<file path="src/rtl/key_debounce_repeat.sv">
// Push-button front end: two-flop synchroniser, ms-tick debounce and a per-key
// press / auto-repeat / long-press state machine.
module key_debounce_repeat #(
  parameter int                   NUM_KEYS        = 4,
  parameter int                   CLK_HZ          = 12000000,
  parameter int                   DEBOUNCE_MS     = 20,
  parameter int                   REPEAT_DELAY_MS = 600,
  parameter int                   REPEAT_RATE_MS  = 150,
  parameter int                   ACTIVE_LOW      = 1,
  parameter logic [NUM_KEYS-1:0]  REPEAT_MASK     = {NUM_KEYS{1'b1}}
) (
  input  logic                sys_clk,
  input  logic                sys_rst,
  input  logic [NUM_KEYS-1:0] key_in,
  output logic [NUM_KEYS-1:0] key_level,
  output logic [NUM_KEYS-1:0] key_pulse,
  output logic [NUM_KEYS-1:0] key_long
);

  localparam int TICK_CYC = CLK_HZ / 1000;
  localparam int PW       = $clog2(TICK_CYC) + 1;
  localparam int DW       = $clog2(DEBOUNCE_MS) + 1;
  localparam int HOLD_MAX = (REPEAT_DELAY_MS > REPEAT_RATE_MS) ? REPEAT_DELAY_MS : REPEAT_RATE_MS;
  localparam int HW       = $clog2(HOLD_MAX) + 1;
  localparam logic [NUM_KEYS-1:0] RELEASED = (ACTIVE_LOW != 0) ? {NUM_KEYS{1'b1}} : {NUM_KEYS{1'b0}};

  typedef enum logic [1:0] {IDLE, HOLD, REPEAT} state_e;

  logic [PW-1:0]       presc_q, presc_d;
  logic                tick;
  logic [NUM_KEYS-1:0] sync1_q, sync1_d, sync2_q, sync2_d, raw_pressed;
  logic [NUM_KEYS-1:0] level_q, level_d, pulse_q, pulse_d, long_q, long_d;
  logic [DW-1:0]       db_q   [NUM_KEYS];
  logic [DW-1:0]       db_d   [NUM_KEYS];
  logic [HW-1:0]       hold_q [NUM_KEYS];
  logic [HW-1:0]       hold_d [NUM_KEYS];
  state_e              state_q [NUM_KEYS];
  state_e              state_d [NUM_KEYS];

  always_comb begin
    tick        = (presc_q == PW'(TICK_CYC - 1));
    presc_d     = tick ? '0 : presc_q + 1'b1;
    sync1_d     = key_in;
    sync2_d     = sync1_q;
    raw_pressed = (ACTIVE_LOW != 0) ? ~sync2_q : sync2_q;
  end

  always_comb begin
    level_d = level_q;
    pulse_d = '0;
    long_d  = long_q;
    db_d    = db_q;
    hold_d  = hold_q;
    state_d = state_q;
    for (int i = 0; i < NUM_KEYS; i++) begin
      // A level change needs DEBOUNCE_MS uninterrupted mismatching ticks.
      if (raw_pressed[i] == level_q[i]) begin
        db_d[i] = '0;
      end else if (tick) begin
        if (db_q[i] == DW'(DEBOUNCE_MS - 1)) begin
          level_d[i] = raw_pressed[i];
          db_d[i]    = '0;
        end else begin
          db_d[i] = db_q[i] + 1'b1;
        end
      end

      // Release wins over any repeat falling due in the same cycle.
      if (level_q[i] && !level_d[i]) begin
        state_d[i] = IDLE;
        long_d[i]  = 1'b0;
        hold_d[i]  = '0;
      end else begin
        case (state_q[i])
          IDLE: begin
            if (level_d[i]) begin
              pulse_d[i] = 1'b1;
              hold_d[i]  = '0;
              state_d[i] = HOLD;
            end
          end
          HOLD: begin
            // Masked keys park here with long set and the counter frozen.
            if (tick && !long_q[i]) begin
              if (hold_q[i] == HW'(REPEAT_DELAY_MS - 1)) begin
                long_d[i] = 1'b1;
                hold_d[i] = '0;
                if (REPEAT_MASK[i]) begin
                  pulse_d[i] = 1'b1;
                  state_d[i] = REPEAT;
                end
              end else begin
                hold_d[i] = hold_q[i] + 1'b1;
              end
            end
          end
          REPEAT: begin
            if (tick) begin
              if (hold_q[i] == HW'(REPEAT_RATE_MS - 1)) begin
                pulse_d[i] = 1'b1;
                hold_d[i]  = '0;
              end else begin
                hold_d[i] = hold_q[i] + 1'b1;
              end
            end
          end
          default: state_d[i] = IDLE;
        endcase
      end
    end
  end

  always_ff @(posedge sys_clk or posedge sys_rst) begin
    if (sys_rst) begin
      presc_q <= '0;
      sync1_q <= RELEASED;
      sync2_q <= RELEASED;
      level_q <= '0;
      pulse_q <= '0;
      long_q  <= '0;
      for (int i = 0; i < NUM_KEYS; i++) begin
        db_q[i]    <= '0;
        hold_q[i]  <= '0;
        state_q[i] <= IDLE;
      end
    end else begin
      presc_q <= presc_d;
      sync1_q <= sync1_d;
      sync2_q <= sync2_d;
      level_q <= level_d;
      pulse_q <= pulse_d;
      long_q  <= long_d;
      db_q    <= db_d;
      hold_q  <= hold_d;
      state_q <= state_d;
    end
  end

  assign key_level = level_q;
  assign key_pulse = pulse_q;
  assign key_long  = long_q;

endmodule
</file>
<file path="config.mk">
export PLATFORM = sky130hd
export DESIGN_NAME = key_debounce_repeat
export DESIGN_NICKNAME = d
export VERILOG_FILES = /design/src/rtl/key_debounce_repeat.sv
export SDC_FILE = /design/constraint.sdc
export NUM_CORES = 1
export LEC_CHECK = 0
export CORE_UTILIZATION = 55
export CTS_CLUSTER_SIZE = 14
export DETAILED_ROUTE_END_ITERATION = 10
export GPL_TIMING_DRIVEN = 0
export PLACE_DENSITY = 0.72
export SKIP_CTS_REPAIR_TIMING = 1
export SLEW_MARGIN = 20
export SYNTH_ARGS = -nofsm -noshare
export SYNTH_HDL_FRONTEND = slang
export SYNTH_SLANG_ARGS = --single-unit
</file>
<file path="constraint.sdc">
create_clock -name sys_clk -period 9.6 [get_ports sys_clk]
set_clock_uncertainty 0.15 [all_clocks]
set_input_delay 0.96 -clock sys_clk [delete_from_list [all_inputs] [get_ports sys_clk]]
set_output_delay 0.96 -clock sys_clk [all_outputs]
set_load 0.05 [all_outputs]
</file>
; ---- Word-level counts from Yosys, hierarchy flattened
; Cells that the tools add are included.
; Widths: inputs -> output; s select.
[classes]
addsub = 9
n_eq_ne = 45
mux = 117
bitwise = 1
n_reduce_logical = 52
[op_table]
columns = operator, count
row1 = $mux 11, 24
row2 = $pmux 11 s3, 4
row3 = $mux 6, 12
row4 = $mux 1, 52
row5 = $ne 3x3->1 const B, 16
row6 = $add 11x1->11 const B, 4
row7 = $eq 11x10->1 const B, 4
row8 = $eq 11x8->1 const B, 4
row9 = $mux 2, 16
row10 = $reduce_and 4->1, 8
row11 = $reduce_bool 2->1, 16
row12 = $add 6x1->6 const B, 4
row13 = $eq 6x5->1 const B, 4
row14 = $pmux 2 s3, 4
row15 = $reduce_bool 4->1, 4
row16 = $add 15x1->15 const B, 1
row17 = $eq 15x14->1 const B, 1
row18 = $mux 15, 1
row19 = $pmux 1 s3, 4
row20 = $reduce_and 3->1, 4
row21 = $eq 2x1->1 const B, 4
row22 = $eq 2x2->1 const B, 4
row23 = $logic_and 1x1->1, 8
row24 = $logic_not 1->1, 8
row25 = other kinds (4), 13
[totals]
regBits = 111
input_bits = 6
output_inout_bits = 12
elab_cells = 245

; ---- Longest topological paths before layout
[depth]
word_depth = 8
depth_mapped = 10

; ---- Least setup slack after synthesis
; Ideal clock, no wire load.
[synth_path]
path_type = reg2reg
start = register presc_q[8]
end = register hold_q[5] (netlist bit)
setup_time_ns = 0.104
arrival_ns = 2.765
setup_slack_ns = 6.581
path_stages_with_launch = 9
synth_period_minus_slack_ns = 3.019
path_cell_list = dfrtp_1 -> or4b_1 -> or4_4 -> buf_6 -> o311ai_4 -> o211ai_2 -> or3_1 -> buf_6 -> o41ai_2
[synth_between]
elab_chain_cells = 7
elab_cells_between_ends = 12
cone_classes = 4 x eq/ne / 3 x mux / 5 x reduce/logical
[synth_rtl]
columns = element, line
row1 = from (decl), 29  ; logic [PW-1:0] presc_q, presc_d;
row2 = from (signal assigned), 127  ; presc_q <= presc_d;
row3 = $eq 15x14->1 *, 41  ; tick = (presc_q == PW'(TICK_CYC - 1));
row4 = $mux 1, 59  ; end else if (tick) begin
row5 = $mux 1, 57  ; if (raw_pressed[i] == level_q[i]) begin
row6 = $logic_not 1->1, 69  ; if (level_q[i] && !level_d[i]) begin
row7 = $logic_and 1x1->1, 69
row8 = $ne 3x3->1 (no line) / $reduce_bool 4->1 (equally long branches), --
row9 = $reduce_and 4->1 (no line), --
row10 = to (signal assigned), 134  ; hold_q <= hold_d;
row11 = to (decl), 35  ; logic [HW-1:0] hold_q [NUM_KEYS];
; Every way passes the cells marked *; elsewhere a longest branch is shown, timed or not.
; A chain may end at the register's enable or synchronous reset.

; ---- Worst setup path in the final report
[layout_path]
start = register presc_q[8]
end = register state_q[6] (netlist bit)
[layout_between]
elab_chain_cells = 7
elab_cells_between_ends = 12
cone_classes = 5 x eq/ne / 3 x mux / 4 x reduce/logical
[layout_rtl]
columns = element, line
row1 = $eq 15x14->1 *, 41
row2 = $mux 1, 59
row3 = $mux 1, 57
row4 = $logic_not 1->1, 69
row5 = $logic_and 1x1->1, 69
row6 = $ne 3x3->1 (no line) / $ne 2x2->1 (equally long branches), --
row7 = $reduce_and 4->1 (no line), --
row8 = to (signal assigned), 135  ; state_q <= state_d;
row9 = to (decl), 37  ; state_e state_q [NUM_KEYS];
; Marks and branches as above.

==> flow_metrics.py <==
metrics = {
    "layout": {
        "final_common_cell": "dfrtp_1",
        "fin_nets": 743,
        "layout-drive-gt1-share_pct": 6.91,
        "diodes": 0,
        "layout_common_cells": "dfrtp_1 (103), nand2_1 (68), nor2_1 (48)",
        "syn_to_final_growth_pct": 11.4,
    },
    "yosys": {
        "synthesis.nets": 713,
        "synth-async-reset-ratio_pct": 100,
        "yosys_warnings": 0,
        "syn-mean-instance-area_um2": 9.39,
        "yosysSeqAreaShare_pct": 44.0,
        "syn_inst": 674,
        "syn_area_um2": 6330,
        "synth_cell_type_count": 68,
        "synth_seq_cells": 111,
        "synth-main-ff-cell": "dfrtp_1",
        "synth_edf_count": 0,
    },
    "detailed_routing": {
        "first_pass_iters": 5,
        "drtIter0Drc": 345,
        "num_vias": 5181,
        "drc": 0,
        "wire_per_inst_um": 15.6,
        "drt-total-wl_mm": 13.2,
        "postRouteAntennaNets": 0,
        "via_per_inst": 6.10,
    },
    "clocking": {
        "cts_buffers": 9,
        "htreeDepth": 3,
        "clkLatencyLatePin_ns": 0.36,
        "cts_root_buf": "clkbuf_16",
        "cts_tree": "built",
        "clock-sinks": 111,
        "clockBufferDepth": 2,
        "path_clk_slew_ns": 0.07,
    },
    "run": {
        "max-cap-violations": 0,
    },
    "die": {
        "coreArea_um2": 11000,
        "fp.dieW_um": 109,
        "fp.dieH_um": 109,
        "pin_count": 18,
        "die_area_um2": 11900,
        "start_util_pct": 57.4,
        "rows": 38,
    },
    "place": {
        "port_buffers": 17,
        "gp_congestion": 0.830,
        "hpwl_mm": 9.27,
        "preCtsSetupSlack_ns": 6.25,
    },
    "sta": {
        "slew_headroom_pct": 42.7,
        "fmax_ghz": 0.298,
        "min_period_ns": 3.35,
        "hold_violations": 0,
        "period_share_pct": 34.9,
        "layout_setup_ws_ns": 6.25,
        "setup_tns_ns": 0,
        "drv_slew": 0,
        "setup_viol": 0,
        "tightestPinTransition_ns": 0.852,
        "rsz0062_at_grt": "false",
    },
    "worst_setup_path": {
        "worstReg2RegEnd": "state_q[6]",
        "crit_path_start_kind": "flip-flop",
        "path_class": "reg2reg",
        "startpoint": "presc_q[8]",
        "cp_max_fo": 10,
        "crit_arrival_ns": 3.51,
        "cp-end-kind": "flip-flop",
        "crit_path_end": "state_q[6]",
        "r2r_slack_ns": 6.25,
        "r2r_start": "presc_q[8]",
        "reg2regPathDepth": 7,
        "worstPathRequired_ns": 9.75,
    },
    "power": {
        "power_frac_seq_pct": 52.3,
        "vdd_drop_max_mv": 0.115,
        "clockPowerShare_pct": 46.1,
        "comb_power_share_pct": 1.6,
        "p_int_mw": 0.712,
        "swShare_pct": 21.2,
        "leakagePower_nw": 2.98,
        "p_per_area_nw_per_um2": 128,
        "switching_power_mw": 0.192,
    },
    "global_route": {
        "grt_max_degree": 63,
        "antenna_found_initial": 0,
        "grt_first_pass_wirelength_mm": 22.9,
        "grt.overflow.total": 0,
        "grt_util_all_layers_pct": 24.4,
        "grt_pass1_vias": 4988,
    },
    "worst_hold_path": {
        "hold_path.class": "reg2reg",
        "hp-start": "sync1_q[1]",
    },
    "run_status": {
        "outcome": "complete, no violations",
    },
}
## state kept, by name (all words and copies together), names as in the netlist
register / flops
key_long: 4
key_level: 4
sync1_q: 4
sync2_q: 4
presc_q: 15
db_q: 24
state_q: 8
key_pulse: 4
hold_q: 44
## worst min path at each step
stage          cells after the start    endpoint
3_5_place_dp                       0  sync2_q[1]
2_1_floorplan                      0  sync2_q[0]
5_1_grt                            0  sync2_q[1]
4_1_cts                            0  sync2_q[1]
3_3_place_gp                       0  sync2_q[1]
6_report                           0  sync2_q[1]
## power by group through the flow
stage / registers [mW] / logic [mW] / clock network [mW]
detailed placement: 0.481 / 0.0156 / 0
finish: 0.472 / 0.0147 / 0.417
CTS: 0.472 / 0.0157 / 0.425
global route: 0.472 / 0.0175 / 0.445
floorplan: 0.481 / 0.00857 / 0
global placement: 0.481 / 0.0136 / 0
## worst max-delay path, cell delays in order (launching register included)
cell,delay (ns)
dfrtp_1,0.44
or4b_1,0.56
nor4_1,0.76
clkbuf_1,0.51
nand3_1,0.15
a21oi_1,0.22
nor3b_1,0.32
a22o_1,0.19
## layer usage
metal  GRT usage [%]  wire length, um  part of all wire [%]  up-vias
met4            7.62              183                   1.4        0
met5               0                0                     0        -
met1            31.3             6100                    46     2527
met3            5.45              487                   3.7       16
li1                -                -                     -     2532
met2            41.2             6480                    49      106
## layout make-up
type                            count  area (um^2)
Timing Repair Buffer               19          205
Multi-Input combinational cell    510         3330
Inverter                           29          114
Sequential cell                   111         2790
Clock buffer                       10          239
Fill cell                         915         3980
Tap cell                          140          175
Clock inverter                      6         92.6
Buffer                             24          109
## kinds of logic (layout without fill, tap and decap cells)
family,count (synthesis),count (layout),share of synthesized area (%)
muxes,8,8,1.32
xor gates and xnor gates,24,24,3.32
and+or+nand+nor,289,289,24.3
DFF,111,111,44.0
adders and majority gates,33,33,6.52
AOI/OAI and AO/OA,156,156,17.0
buffers and inverters,53,88,3.44
## metrics by stage
stage          instance area (um^2)  util, %  power (mW)  instances  hold WS [ns]
6_report                       7050     64.0       0.904        849         0.212
5_1_grt                        7050     64.0       0.934        849         0.218
4_1_cts                        7050     64.0       0.913        849         0.214
3_5_place_dp                   6720     60.9       0.497        833         0.202
3_3_place_gp                   6680     60.5       0.495        831         0.198
2_1_floorplan                  6330        -       0.489        674         0.195
## cell usage after synthesis (8+ instances only)
master      n  area (um^2)
dfrtp_1   103         2580
nand2_1    68          255
nor2_1     48          180
o21ai_0    46          230
nand3_1    39          195
nor3_1     36          180
ha_1       33          413
a21oi_1    30          150
inv_1      29          109
and3_1     22          138
clkbuf_1   18         67.6
xor2_1     18          158
o31ai_1    15          113
a22o_1     12          105
nand4_1    10         62.6
dfstp_2     8          210
nor3b_1     8         60.1
(Power assumes the default switching activity.)
